## config.mk

```make
export PLATFORM = sky130hd
export DESIGN_NAME = avalon_pio_bank
export DESIGN_NICKNAME = d
export VERILOG_FILES = /design/src/rtl/pio_pkg.sv /design/src/rtl/pio_sync_edge.sv /design/src/rtl/avalon_pio_bank.sv
export SDC_FILE = /design/constraint.sdc
export NUM_CORES = 1
export LEC_CHECK = 0
export BUFFER_PORTS_ARGS = -buffer_cell sky130_fd_sc_hd__buf_2
export CAP_MARGIN = 20
export CELL_PAD_IN_SITES_DETAIL_PLACEMENT = 1
export CELL_PAD_IN_SITES_GLOBAL_PLACEMENT = 2
export CORE_MARGIN = 2
export CORE_UTILIZATION = 38
export DETAILED_ROUTE_END_ITERATION = 8
export PLACE_DENSITY = 0.76
export SYNTH_ARGS = -nofsm -noshare
export SYNTH_HDL_FRONTEND = slang
export SYNTH_SLANG_ARGS = --single-unit
```

## constraint.sdc

```tcl
create_clock -name clk_clk -period 1.43 [get_ports clk_clk]
set_input_delay 0.143 -clock clk_clk [delete_from_list [all_inputs] [get_ports clk_clk]]
set_output_delay 0.143 -clock clk_clk [all_outputs]
set_load 0.05 [all_outputs]
```

## src/rtl/pio_pkg.sv

```systemverilog
// rtl/pio_pkg.sv - shared constants, edge-mode enum and clog2 helper for the PIO bank
// Contents:
//   REG_OUT/REG_IN/REG_EDGE/REG_MASK : per-channel register offsets (address bits [1:0])
//   edge_mode_e                      : capture condition selector
//   clog2                            : ceiling log2, used to size the channel address field
package pio_pkg;

  localparam logic [1:0] REG_OUT  = 2'd0;
  localparam logic [1:0] REG_IN   = 2'd1;
  localparam logic [1:0] REG_EDGE = 2'd2;
  localparam logic [1:0] REG_MASK = 2'd3;

  typedef enum logic [1:0] {
    EDGE_RISE = 2'd0,
    EDGE_FALL = 2'd1,
    EDGE_ANY  = 2'd2
  } edge_mode_e;

  // clog2(1) = 0, so a single-channel bank needs only the two register bits.
  function automatic int clog2(input int n);
    int r;
    r = 0;
    while ((1 << r) < n) r++;
    return r;
  endfunction

endpackage

```

## src/rtl/pio_sync_edge.sv

```systemverilog
// rtl/pio_sync_edge.sv - per-channel input synchroniser and edge detector
// Ports:
//   clk, rst_n : clock, asynchronous active-low reset
//   din        : asynchronous input bits
//   sync_val   : synchronised value (second flop)
//   det        : one-cycle pulse per bit meeting the EDGE_MODE condition
module pio_sync_edge
  import pio_pkg::*;
#(
  parameter int DATA_W    = 32,
  parameter int EDGE_MODE = 0
) (
  input  logic              clk,
  input  logic              rst_n,
  input  logic [DATA_W-1:0] din,
  output logic [DATA_W-1:0] sync_val,
  output logic [DATA_W-1:0] det
);

  logic [DATA_W-1:0] s1;
  logic [DATA_W-1:0] s2;
  logic [DATA_W-1:0] s3;

  always_ff @(posedge clk or negedge rst_n) begin
    if (!rst_n) begin
      s1 <= '0;
      s2 <= '0;
      s3 <= '0;
    end else begin
      s1 <= din;
      s2 <= s1;
      s3 <= s2;
    end
  end

  assign sync_val = s2;

  // s3 is the previous synchronised value; comparing it with s2 gives the edge.
  generate
    if (EDGE_MODE == int'(EDGE_FALL)) begin : g_fall
      assign det = ~s2 & s3;
    end else if (EDGE_MODE == int'(EDGE_ANY)) begin : g_any
      assign det = s2 ^ s3;
    end else begin : g_rise
      assign det = s2 & ~s3;
    end
  endgenerate

endmodule

```

## src/rtl/avalon_pio_bank.sv

```systemverilog
// rtl/avalon_pio_bank.sv - Avalon-MM bank of NUM_CH PIO channels with edge capture and irq
// Ports:
//   clk_clk, reset_reset_n : clock, asynchronous active-low reset
//   avs_*                  : Avalon-MM slave, word address {channel, reg}, read latency 1
//   pio_out                : OUT registers, channel c at [c*DATA_W +: DATA_W]
//   pio_in                 : asynchronous inputs, same packing
//   irq                    : registered OR of EDGE & MASK over all channels
module avalon_pio_bank
  import pio_pkg::*;
#(
  parameter int          NUM_CH    = 4,
  parameter int          DATA_W    = 32,
  parameter int          EDGE_MODE = 0,
  parameter logic [31:0] OUT_RESET = 32'h0,
  parameter int          ADDR_W    = clog2(NUM_CH) + 2
) (
  input  logic                     clk_clk,
  input  logic                     reset_reset_n,
  input  logic [ADDR_W-1:0]        avs_address,
  input  logic                     avs_read,
  input  logic                     avs_write,
  input  logic [31:0]              avs_writedata,
  input  logic [3:0]               avs_byteenable,
  output logic [31:0]              avs_readdata,
  output logic [NUM_CH*DATA_W-1:0] pio_out,
  input  logic [NUM_CH*DATA_W-1:0] pio_in,
  output logic                     irq
);

  logic [DATA_W-1:0] out_q    [NUM_CH];
  logic [DATA_W-1:0] edge_q   [NUM_CH];
  logic [DATA_W-1:0] mask_q   [NUM_CH];
  logic [DATA_W-1:0] sync_val [NUM_CH];
  logic [DATA_W-1:0] det      [NUM_CH];

  logic [31:0]       addr_ch;
  logic [1:0]        reg_sel;
  logic [31:0]       be_mask;
  logic [DATA_W-1:0] be_bits;
  logic [DATA_W-1:0] wr_bits;
  logic [NUM_CH-1:0] wr_hit;
  logic [31:0]       rd_val;
  logic              irq_any;

  genvar gc;
  generate
    for (gc = 0; gc < NUM_CH; gc++) begin : g_ch
      pio_sync_edge #(
        .DATA_W   (DATA_W),
        .EDGE_MODE(EDGE_MODE)
      ) u_sync (
        .clk     (clk_clk),
        .rst_n   (reset_reset_n),
        .din     (pio_in[gc*DATA_W +: DATA_W]),
        .sync_val(sync_val[gc]),
        .det     (det[gc])
      );
      assign pio_out[gc*DATA_W +: DATA_W] = out_q[gc];
    end
  endgenerate

  // Channel field is compared as a full integer so an address beyond NUM_CH
  // (non power-of-two bank) simply matches no channel.
  always_comb begin
    addr_ch = 32'(avs_address) >> 2;
    reg_sel = avs_address[1:0];
    be_mask = {{8{avs_byteenable[3]}}, {8{avs_byteenable[2]}},
               {8{avs_byteenable[1]}}, {8{avs_byteenable[0]}}};
    be_bits = be_mask[DATA_W-1:0];
    wr_bits = avs_writedata[DATA_W-1:0] & be_bits;
    wr_hit  = '0;
    rd_val  = '0;
    irq_any = 1'b0;
    for (int c = 0; c < NUM_CH; c++) begin
      wr_hit[c] = avs_write && (addr_ch == 32'(c));
      irq_any   = irq_any | (|(edge_q[c] & mask_q[c]));
      if (addr_ch == 32'(c)) begin
        case (reg_sel)
          REG_OUT:  rd_val[DATA_W-1:0] = out_q[c];
          REG_IN:   rd_val[DATA_W-1:0] = sync_val[c];
          REG_EDGE: rd_val[DATA_W-1:0] = edge_q[c];
          default:  rd_val[DATA_W-1:0] = mask_q[c];
        endcase
      end
    end
  end

  always_ff @(posedge clk_clk or negedge reset_reset_n) begin
    if (!reset_reset_n) begin
      for (int c = 0; c < NUM_CH; c++) begin
        out_q[c]  <= OUT_RESET[DATA_W-1:0];
        edge_q[c] <= '0;
        mask_q[c] <= '0;
      end
      avs_readdata <= '0;
      irq          <= 1'b0;
    end else begin
      for (int c = 0; c < NUM_CH; c++) begin
        if (wr_hit[c] && reg_sel == REG_OUT)
          out_q[c] <= (out_q[c] & ~be_bits) | wr_bits;
        if (wr_hit[c] && reg_sel == REG_MASK)
          mask_q[c] <= (mask_q[c] & ~be_bits) | wr_bits;
        // Detection is OR-ed after the clear so a same-cycle edge survives W1C.
        edge_q[c] <= (edge_q[c] & ~((wr_hit[c] && reg_sel == REG_EDGE) ? wr_bits : '0))
                     | det[c];
      end
      // rd_val reflects pre-write register contents, giving read-before-write.
      if (avs_read)
        avs_readdata <= rd_val;
      irq <= irq_any;
    end
  end

endmodule

```

======== Word level (Yosys, flattened, before mapping) ========
Cells that the tools add are included.
operators by class
  bitwise logic cells ..................... 45
  reductions and logical operators ........ 22
  equality and inequality tests ........... 6
  mux-type cells .......................... 12
operators with widths
  kind                                                 count
  AND 32 bit                                           21
  OR 32 bit                                            12
  case mux 32 bit (3 select lines)                     4
  NOT 32 bit                                           9
  two-way mux 32 bit                                   8
  OR reduction 32 bit                                  4
  zero test 32 bit                                     1
  logical AND 1 bit                                    16
  equality test 2 bit, second input constant           4
  equality test 2 x 1 -> 1 bit, second input constant  2
  OR 1 bit                                             3
  zero test 2 bit                                      1
word-level totals
  input port bits ......................... 172
  bits in registers ....................... 801
  output and inout bits ................... 161

======== Logic depth before layout (Yosys ltp) ========
Gate-level depths: netlist of run 1.
  depth in word-level cells ............... 7
  mapped depth ............................ 8
  mapped depth without buffers ............ 5

======== Cells and area by module ========
From an unflattened synthesis of run 1, not the netlist that was laid out.
unflattened totals
  cell total of the unflattened synthesis .. 1996
  area, all modules ....................... 31940.6 um^2
modules (own cells, without submodules)
  module           times used  cells an instance  area each (um^2)  sequential area each (um^2)
  avalon_pio_bank  1           1484               20569.7           10435.0
  pio_sync_edge    4           128                2842.7            2402.3

======== Least setup slack after synthesis of run 1 ========
OpenSTA, ideal clock, no wires.
  kind .................................... input port to flip-flop
  start point ............................. in avs_address[0]
  end point ............................... reg avs_readdata[12]
  arrival ................................. 1484 ps
  buffers on the path ..................... 3
  stages .................................. 6
  library setup time ...................... 135 ps
  setup slack ............................. -189 ps
  data required time ...................... 1295 ps
  path through ............................ buf_4 buf_4 buf_2 mux4_2 o22ai_1 o22ai_1
on the way
  cells in the longest elaborated chain, start to end .. 6
RTL lines
  item                                               RTL line                RTL
  start: declaration                                 avalon_pio_bank.sv:19   input logic [ADDR_W-1:0] avs_address,
  equality test 2 bit, or another cell as far along  avalon_pio_bank.sv:78   case (reg_sel)
  case mux 32 bit (3 select lines)                   avalon_pio_bank.sv:78
  two-way mux 32 bit (3 in series)                   avalon_pio_bank.sv:77   if (addr_ch == 32'(c)) begin
  two-way mux 32 bit *                               avalon_pio_bank.sv:77
  end signal: assignment                             avalon_pio_bank.sv:109  avs_readdata <= rd_val;
  end: declaration                                   avalon_pio_bank.sv:24   output logic [31:0] avs_readdata,
Every way passes the cells marked *; elsewhere a longest branch is shown, timed or not.
A chain may end at the register's enable or synchronous reset.

==> results of run 1 <==
[final cells by class]
type | instances | area, µm²
fillers | 7619 | 33800
flip-flops and latches | 801 | 20200
multi-input cells | 992 | 10200
inverters | 139 | 522
repair buffers | 1034 | 9710
well taps | 1050 | 1310
clock inverters | 42 | 582
clock buffers | 118 | 2580
[power by group through the flow]
stage / logic [mW] / registers (mW) / clock network, mW
after floorplan: 3.65 / 29.4 / 0
after global placement: 12.2 / 27.2 / 0
after detailed placement: 12.4 / 27.2 / 0
after CTS: 15.0 / 27.1 / 25.1
after global routing: 16.3 / 27.4 / 26.2
final: 15.7 / 27.3 / 24.9
[layout by cell type, fill, tap and decap left out, types with 22 or more instances in the layout]
master and instances:
mux4_2 106, nand2_1 40, a21oi_1 25, mux2_2 227
o22ai_2 36, buf_4 404, dfrtp_1 706, dlygate4sd3_1 162
o21ai_0 232, dfrtp_2 95, mux2_4 47, o21ai_1 24
buf_2 168, clkbuf_16 92, buf_6 169, inv_1 139
mux2i_1 22, buf_12 72, buf_8 57
[worst min path at each step]
stage	start	end	slack, ps
after detailed placement	reset_reset_n	g_ch[2].u_sync.sync_val[4]$_DFF_PN0_	40
after global routing	avs_writedata[31]	register	30
after global placement	reset_reset_n	g_ch[2].u_sync.sync_val[4]$_DFF_PN0_	40
final	avs_writedata[31]	register	50
after CTS	avs_writedata[31]	register	5
after floorplan	reset_reset_n	async pin	-150
[logic make-up (layout without fill, tap and decap cells)]
logic type | Yosys count | count (layout) | share of synthesized area, %
muxes | 405 | 405 | 18.9
buffers and inverters | 214 | 1333 | 2.92
DFF | 801 | 801 | 66.3
AOI/OAI and AO/OA | 449 | 449 | 8.68
and+or+nand+nor | 138 | 138 | 3.20
[tightest hold or removal path, stage by stage]
cell and delay, ps:
buf_2 100, buf_4 230, mux2_2 180
[routing by layer]
| layer | vias to the layer above | global-route usage, % |
|---|---|---|
| li1 | 9439 | - |
| met1 | 12354 | 41.3 |
| met2 | 993 | 51.9 |
| met3 | 270 | 5.27 |
| met4 | 6 | 12.3 |
| met5 | - | 0 |
[what timing repair did]
item / 4_1_cts / 5_1_grt
cloned: 0 / 0
hold buffers: 162 / 0
endpoints found under the hold margin: 1124 / 0
setup buffers: 38 / 17
pin swaps: 16 / 27
endpoints found under the setup margin: 189 / 129
resized for setup: 531 / 124
[through the flow]
stage          worst slack (ps)  power (mW)
2_1_floorplan              -101        33.0
4_1_cts                    -428        67.2
5_1_grt                    -466        69.9
3_3_place_gp               -724        39.3
3_5_place_dp               -651        39.7
6_report                   -448        67.9
==> results.txt, run 1 <==
* Run status: finished with violations
- Violated checks: setup timing
- The most used flip-flop cell after synthesis is dfrtp_1.
- Count of inserted antenna diode cells: 0
* Number of antenna violations at the first check in global routing: 5
- Counting distinct cell types in the post-synthesis netlist gives 38.
- Family of cells with the greatest summed delay on the critical path: compound AO/OA/AOI/OAI gates
- List of most frequent post-synthesis cells: 801 x dfrtp_1, 264 x mux2_2, 232 x o21ai_0
- Cell types with the largest area share after synthesis: dfrtp_1 66%, mux2_2 9.8%, mux4_2 7.9%
- In the final routing, the length of wire on met1 measures approximately 52000 µm.
* Largest fanout on the critical path: 2
- Traced cell by cell, the critical path runs through a22o_4 -> a221oi_4 -> buf_4 -> nand4_1 -> nor4_2 -> nand3_1.
* R2r endpoint: irq$_DFF_PN0_
- Total count of max-transition violations in the final report: 0
- CP max stage delay: 460 ps
- Routability-driven placement finished with a final weighted congestion of approximately 0.9.
- Finished Core Util: 57.1%
- The via count of the first global-routing pass was between 20000 and 30000.
- WP buf/inv: 1
* Fin area: 45100 µm²
- After detailed routing, the met2 layer carries 62700 µm of wire.
* Wire length of the first global-routing pass: about 180000 µm
* Max-capacitance violation count: 0
- Antenna violation net count after detailed routing: 0
* Maximum number of pins on one net before global-route repair: 87
* Gate count after technology mapping: between 2000 and 2500
* Total of buffers placed on input and output ports: ~330
- In the global route stage, overall resource usage came out at 31.3%.
- Final clock period utilization by the worst path: 131%
- Counting tap cells, the placed design contains a total of between 3000 and 4000 instances.
* Arrival @ worst endpoint: approximately 2400 ps
- Req. time, crit path: between 1500 and 2000 ps
- Hold Path Class: primary input to register
- Total nets after synthesis: between 2000 and 2500
- Measured against its own limit, the worst slew margin works out to a little over half.
- For this block, the initial DRC count from the detailed router was 1822.
- Total negative slack for setup checks: -6550 ps
- Sequential cells were found to cover roughly two thirds of the synthesized design area.
- CTS HTree Levels: 3
- Highest achievable clock rate: 533 MHz
- The analysis attributes to cell leakage a power of around 20 nW.
- Setup repair after global routing could not meet its margin everywhere.
* Die Wd: between 200 and 300 µm
- Netlist area before placement: slightly above 30000 µm²
- FFs w/ async S/R, synth: 100%
- Total vias in the final route: ~23000
* Top Layer Used: met5
- Area of the core region: 78900 µm²
- Logic depth of the worst register-to-register path: 6
* Number of enable flip-flop cells after synthesis: 0
- Die Height: roughly 290 µm
* Clock root buffer master: clkbuf_16
- CTS tree: yes
- Final setup violation count: ~90
- Combinational Power Share: around 23%
- Each instance of the synthesized netlist takes up on average roughly 15 µm².
- In this run the cell area measured after placement is roughly 38000 µm².
* Count of pins on the block boundary: 333
* Reported net switching power: 20.3 mW
- The critical path in this run is classified as register to register.
- After detailed routing, the number of remaining DRC violations is 0.
- CTS buffer count: a little under 90
- The die covers 81900 µm².
* Final Instance Count excl. Fillers: between 4000 and 5000
- Clock-pin slew was measured on the worst setup and hold paths at 60 ps.
- Nets@finish: 3227
- Relative to the synthesized area, the layout overhead comes to 49.0%.
* Share of total power in the clock network: 36.7%
- Setup crit start kind: register
- The worst hold path was traced through 3 stages.
- Dividing total power by cell area gives a power density of around 1500 nW/µm².
- Fraction of final layout cells with drive strength greater than 1: a little over half
* Post-detailed-routing wire length: 128000 µm
- Final hold slack: 48.2 ps
- Sequential group share of total power: 40.2%
- IR drop worst, VDD: roughly 0.0013 V
- Among all stages on the critical path, the largest delay is contributed by dfrtp_2.
* Starting density of the core: between 30% and 40%
- Sink count of the clock tree: 801
- The critical path ends at irq$_DFF_PN0_.
- Net switching share of the total power: between 20% and 30%
- The routed design uses 7890 µm of met3 wire.
- Final critical delay including setup and external delays: 1880 ps
* Largest clock skew in the final design: 24.5 ps
- Dominant cell by count in the synthesized netlist: dfrtp_1
- After synthesis, the largest area contributor takes up 66.3% of total cell area.
- Counting buffers and inverters, the worst setup path is 6 cells deep.
- Deepest clock path buffer count: 3
* Row cnt: around 100
- Post-synthesis sequential element count: ~800
* Mean routed wirelength per cell: roughly 31 µm
- For this run, the number of Yosys warnings is 0.
- Clock insertion delay at the later pin of the skew report: approximately 650 ps
- Cell type contributing the most total cell area after synthesis: dfrtp_1
* Measured slew at the worst slew-check pin: roughly 700 ps
- Internal power comes to 47.6 mW.
* Vias per std cell: ~5.5
* Total overflow reported by the global router: 0
- The number of hold violations in the final report came to 0.
- Across all register-to-register paths, the minimum setup slack is -450 ps.
- Number of detailed-routing iterations run before antenna repair: 5
* Final worst-path setup slack: -448 ps
- The wire-length estimate of the detail-placed layout is a little under 90000 µm.
* Worst Setup End Kind: register
Power figures use the tool's default switching activity.
==> run 2, diff against run 1 <==
PLACE_DENSITY = not set   (was 0.76)
PLACE_DENSITY_LB_ADDON = 0.25   (was not set)
==> run 2 against run 1 <==
  * Cell area grew 0.26%
  * Utilization increased by 0.15 points
  * Hold slack worse by 75 ps
  * Via count decreased by 1.3%
  * Sequential power hardly changed
  * Sequential cell count is the same
  * Sequential share of layout area down 0.17 points
  * Critical path type unchanged
  * Critical path depth unchanged
  * Highest routed layer unchanged
  * Total power is 0.40% lower
  * First-iteration DRC count fell by 13%
  * The run ends with hold timing, setup timing left
  * Setup slack better by 22 ps
==> results.txt, run 2 (synthesized netlist as in run 1, its figures left out) <==
- Run status: finished with violations
- Violated checks: hold timing, setup timing
* CTS tree: yes
* CP max stage delay: 380 ps (-80 ps)
- The worst-case setup margin in the final layout is -426 ps (+21.6 ps).
- The worst-path maximum fanout is 2 (unchanged).
- Die Height: 286 µm (unchanged)
- Path length in cells of the critical path: 6 (unchanged)
- The area of the core is 78900 µm² (unchanged).
* Clock root buffer master: clkbuf_16
- The maximum clock path buffer count was 3 (unchanged).
- The starting utilization of the core area was 38.4% (unchanged).
- The wire length of the first global-routing pass is 182000 µm (-1.2%).
* Clock insertion delay at the later pin of the skew report: 650 ps (about the same)
- Final clock period utilization by the worst path: 130% (-1.5 points)
* Total of fill cells in the finished design: 7601 (-0.24%)
- STA classifies the critical path endpoint as a register.
- Source of the worst register-to-register timing path: edge_q[118]$_DFF_PN0_
- Sink count of the clock tree: 801 (unchanged)
* Fraction of final layout cells with drive strength greater than 1: 51.2% (-0.94 points)
- Total DRC errors in the routed layout: 0 (unchanged)
* Nets@finish: 3255 (+0.87%)
* Multi-input combinational cell area: 10100 µm² (-1.0%)
* DIE AREA: 81900 µm² (unchanged)
* Row cnt: 103 (unchanged)
* Origin of the worst setup path: edge_q[118]$_DFF_PN0_
- Commonest cells after routing, fill and taps aside: 726 x dfrtp_1, 418 x buf_4, 232 x o21ai_0
- The routed length per placed instance was 29.5 µm (-3.9%).
* Count of endpoints failing hold in the final timing report: 14 (+14)
- For this design, the slowest cell found on the critical path is dfrtp_1.
* Final setup violation count: 100 (+8.7%)
* Number of detailed-routing iterations run before antenna repair: 5 (unchanged)
- The total congestion overflow after global routing was 0 (unchanged).
- The count of buffer and inverter cells on the critical path came to 1 (unchanged).
* Max-capacitance violation count: 0 (unchanged)
* Final hold slack: -27.0 ps (-75.2 ps)
- The via count of the first global-routing pass is 26111 (+0.47%).
- The max-slew headroom at the worst pin came to 62.1% (+8.6 points).
* Place WS: -691 ps (-40.0 ps)
* Logic depth of the worst register-to-register path: 6 (unchanged)
- The post-route core utilization is 57.3% (+0.15 points).
- The total global-route track usage was 30.8% (-0.57 points).
- The critical path goes through a22o_1 -> a221oi_2 -> buf_4 -> nand4_1 -> nor4_2 -> nand3_1.
- Setup repair after global routing could not meet its margin everywhere.
- The power consumption came to 67.6 mW (-0.40%).
* Crit Path Category: register to register
- The worst register-to-register path ends at irq$_DFF_PN0_.
* Arrival @ worst endpoint: 2360 ps (-40 ps)
- IR drop worst, VDD: 0.000895 V (-29%)
- The path class of the tightest hold or removal check is primary input to async pin.
- The total wire length after detailed routing came to 124000 µm (-3.1%).
- STA classifies the critical path startpoint as a register.
- The required time of the critical path came to 1940 ps (about the same).
- Leakage: 20.5 nW (+0.58%)
* Maximum number of pins on one net before global-route repair: 75 (-14%)
- The I/O pin count is 333 (unchanged).
- Antenna violation net count after detailed routing: 0 (unchanged)
- The critical path ends at irq$_DFF_PN0_.
* Clock slew at the register clock pins of the worst setup and hold paths: 60 ps (about the same)
- Total vias in the final route: 22772 (-1.3%)
* Total count of max-transition violations in the final report: 0 (unchanged)
- Family of cells with the greatest summed delay on the critical path: compound AO/OA/AOI/OAI gates
- DPL Wire Length: 87600 µm (+0.95%)
- Total of buffers placed on input and output ports: 332 (unchanged)
- Worst reg-to-reg setup slack: -430 ps (+20 ps)
- Die Wd: 286 µm (unchanged)
* Measured slew at the worst slew-check pin: 568 ps (-126 ps)
- The first-iteration detailed-routing DRC count was 1579 (-13%).
- The aggregate negative setup slack came to -5480 ps (+1070 ps).
- The number of levels the H-tree was split into was 3 (unchanged).
- The total power per unit cell area is 1500 nW/µm² (-0.65%).
* Highest achievable clock rate: 539 MHz (+1.2%)
- Largest clock skew in the final design: 25.0 ps (+0.458 ps)
- The final period demand of the worst path came to 1860 ps (-21.6 ps).
- Vias per std cell: 5.41 (-2.1%)
- The library cell used most frequently in the layout, excluding fill and tap cells, is dfrtp_1.
- CTS buffer count: 89 (+2.3%)
- Storage element area: 20100 µm² (-0.12%)
- Placer's final routability congestion estimate: 0.917 (+1.9%)
- Number of antenna violations at the first check in global routing: 5 (unchanged)
- Layout overhead on the synthesized area: 49.4%
run 2: cell count changes in the layout (fill, tap and decap cells not counted), sizes merged:
cell         change
dlygate4sd3      -1
clkbuf          +11
diode            +1
buf             +29
clkinvlp         -1
inv              +1
clkinv           -5
run 2: through the flow:
step	std cells	instance area (µm²)
floorplan	2007	30600
global placement	3827	37700
detailed placement	3827	37700
CTS	4192	44700
global route	4210	45200
finish	4211	45200
run 2: cell type report:
cell class	instances	area share (%)
clock buffer	131	5.72
timing repair buffer	1060	22.0
sequential	801	44.6
inverter	139	1.15
antenna	1	0.00554
clock inverter	37	1.27
multi-input combinational	992	22.3
tap	1050	2.91
run 2: repair_timing:
item                       in CTS  in global routing
hold buffers                  162                  0
buffers inserted               44                 22
pin swaps                      13                  9
setup endpoints to repair     192                139
hold endpoints to repair      895                  0
resized for setup             570                 83
run 2: worst min path at each step:
stage	start	endpoint	slack [ps]	depth (start not counted)
finish	reset_reset_n	async pin	-30	2
global route	reset_reset_n	async pin	9	2
CTS	avs_read	avs_readdata[23]$_DFFE_PN0P_	30	4
detailed placement	reset_reset_n	g_ch[1].u_sync.s1[4]$_DFF_PN0_	40	1
global placement	reset_reset_n	g_ch[1].u_sync.s1[4]$_DFF_PN0_	40	1
floorplan	reset_reset_n	async pin	-150	0
run 2: power by group:
group	switching, mW	internal [mW]
combinational	8.03	7.79
clock	9.79	15.0
sequential	2.14	24.9
run 2: metal layers:
metal	vias up	wire, µm	part of all wire, %	global-route usage, %
met5	-	36	0.029	0
met4	6	4350	3.5	10.9
met3	230	7060	5.7	5.28
met2	771	61700	50	51.6
met1	12290	50900	41	40.4
li1	9475	-	-	-
==> run 3, diff against run 2 <==
clock period = 1.6 ns   (was 1.43 ns; I/O delays follow)
==> run 3 against run 2 <==
  * First-iteration DRC count is 6.1% lower
  * Routed wire length is 6.3% lower
  * Highest routed layer is now met4
  * Global-route usage is 2.2 points lower
  * The flow finishes with violations (setup timing)
  * Count of clock-buffer cells in the layout is 19 lower
  * Combinational power is 30% lower
  * Critical path type unchanged
  * Setup slack better by 210 ps
==> results.txt, run 3 (synthesized netlist as in run 1, its figures left out) <==
* Layout overhead on the synthesized area: 35.8%
- The worst hold path was traced through 2 stages.
- DIE AREA: 81900 µm² (unchanged)
* Final Instance Count excl. Fillers: 3988 (-5.3%)
- Starting density of the core: 38.4% (unchanged)
- Setup crit start kind: register
- Commonest cells after routing, fill and taps aside: 788 x dfrtp_1, 314 x buf_4, 304 x buf_2
* Max-capacitance violation count: 0 (unchanged)
* Nets@finish: 3035 (-6.8%)
* Relative slew slack: 60.1% (-2.0 points)
* Starting DRT DRC Count: 1483 (-6.1%)
- The number of slew-limit violations in the final report is 0 (unchanged).
* Final hold slack: 30.2 ps (+57.2 ps)
- Die Wd: 286 µm (unchanged)
* Largest fanout on the critical path: 3 (+1)
- Number of antenna violations at the first check in global routing: 1 (-4)
- Final clock period utilization by the worst path: 114% (-16 points)
* Leakage: 18.8 nW (-8.3%)
* Vias in the first global route: 23725 (-9.1%)
- Count of endpoints failing hold in the final timing report: 0 (-14)
- The worst setup path is captured at a register.
- Final setup violation count: 3 (-97%)
* Crit Path Category: register to register
- The worst-case setup margin in the final layout is -217 ps (+209 ps).
- The share of final-layout standard cells stronger than drive strength 1 came to 43.8% (-7.5 points).
- Clock insertion delay at the later pin of the skew report: 650 ps (about the same)
* Violated checks: setup timing
* Leading cell type in the layout, fill and taps excluded: dfrtp_1
* CTS tree: yes
* Logic depth of the worst register-to-register path: 6 (unchanged)
* CTS HTree Levels: 3 (unchanged)
- The transition time at the pin with the least slew margin came to 583 ps (+14.4 ps).
- Post-detailed-routing wire length: 116000 µm (-6.3%)
- The average via count per standard cell is 5.43 (+0.50%).
* Hold Path Class: primary input to register
* Wire length of the first global-routing pass: 168000 µm (-7.8%)
- IR drop worst, VDD: 0.00109 V (+22%)
- The clock-pin transition on the worst setup and hold timing paths came to 60 ps (about the same).
- Total overflow reported by the global router: 0 (unchanged)
* Req. time, crit path: 2120 ps (+180 ps)
- CTS buffer count: 87 (-2.2%)
- The number of placed instances with taps included was 3662 (-4.3%).
- Setup repair after global routing could not meet its margin everywhere.
* Area of the core region: 78900 µm² (unchanged)
- Total DRC errors in the routed layout: 0 (unchanged)
- The total power per unit cell area came to 1370 nW/µm² (-8.3%).
- The number of buffer cells added on primary ports came to 332 (unchanged).
- The data arrival time of the critical path came to 2340 ps (-20 ps).
* Maximum number of pins on one net before global-route repair: 102 (+36%)
- Mean routed wirelength per cell: 29.2 µm (-1.0%)
* Number of detailed-routing iterations run before antenna repair: 6 (+1)
* Run status: finished with violations
- The final period demand of the worst path came to 1820 ps (-38.8 ps).
- Row cnt: 103 (unchanged)
- Clock root buffer master: clkbuf_16
* Placer's final routability congestion estimate: 0.889 (-3.1%)
- Highest achievable clock rate: 550 MHz (+2.1%)
* DPL Wire Length: 84300 µm (-3.7%)
- The number of sinks driven by the clock tree came to 801 (unchanged).
* Largest clock skew in the final design: 19.3 ps (-5.71 ps)
* Deepest clock path buffer count: 3 (unchanged)
- Antenna violation net count after detailed routing: 0 (unchanged)
* Die Height: 286 µm (unchanged)
* Total vias in the final route: 21673 (-4.8%)
* Count of pins on the block boundary: 333 (unchanged)
* Total global routing track utilization: 28.6% (-2.2 points)
run 3: repair_timing:
action                                  in CTS  in global routing
resized for setup                           43                 41
endpoints found under the setup margin      22                 24
buffers inserted                             5                  2
hold buffers                               161                  0
cloned                                       0                  0
pin swaps                                    5                  3
hold endpoints to repair                  1164                  0
run 3: through the flow:
stage          TNS [ps]  power (mW)  setup WS (ps)  utilization [%]  instance area [µm²]
4_1_cts            -265        56.6           -198             51.9                40900
2_1_floorplan      -592        29.3          -30.0                -                30300
3_5_place_dp     -40960        34.8           -535             45.8                36100
3_3_place_gp     -34780        34.5           -556             45.8                36100
6_report           -427        56.4           -217             52.1                41100
5_1_grt            -616        58.4           -273             52.1                41100
run 3: report_power, final:
| part | total, mW | switching, mW | internal (mW) |
|---|---|---|---|
| logic | 11.0 | 6.41 | 4.57 |
| clock network | 21.3 | 8.68 | 12.6 |
| registers | 24.1 | 1.91 | 22.2 |
run 3: cell type report:
type,instances,area (µm²)
Fill cell,7845,37800
Antenna cell,1,2.50
Multi-Input combinational cell,992,9520
Clock buffer,112,2460
Timing Repair Buffer,842,6590
Inverter,139,522
Clock inverter,51,596
Tap cell,1050,1310
Sequential cell,801,20100
run 3: worst paths after layout:
kind                                                 start                                    end  slack (ps)
max in group asynchronous                    reset_reset_n  g_ch[2].u_sync.sync_val[29]$_DFF_PN0_         130
hold reg to reg            g_ch[3].u_sync.s1[25]$_DFF_PN0_  g_ch[3].u_sync.sync_val[25]$_DFF_PN0_         350
setup reg to reg                       edge_q[1]$_DFF_PN0_                          irq$_DFF_PN0_        -220
min in group asynchronous                    reset_reset_n                              async pin         550
setup / recovery                       edge_q[1]$_DFF_PN0_                          irq$_DFF_PN0_        -220
hold / removal                           avs_writedata[25]                               register          30
run 3: critical path: stages, from the launching register on:
cell      delay, ps
dfrtp_1         450
a22o_1          210
a221oi_1        260
buf_4           190
nand4_1         180
nor4_2          310
nand3_1         110
run 3: per-layer routing:
layer / vias up / track usage [%] / wire length (µm)
met5: - / 0 / 0
met4: 0 / 9.93 / 4140
met3: 197 / 4.65 / 6670
met2: 768 / 47.1 / 56700
met1: 11679 / 38.6 / 48700
li1: 9029 / - / -
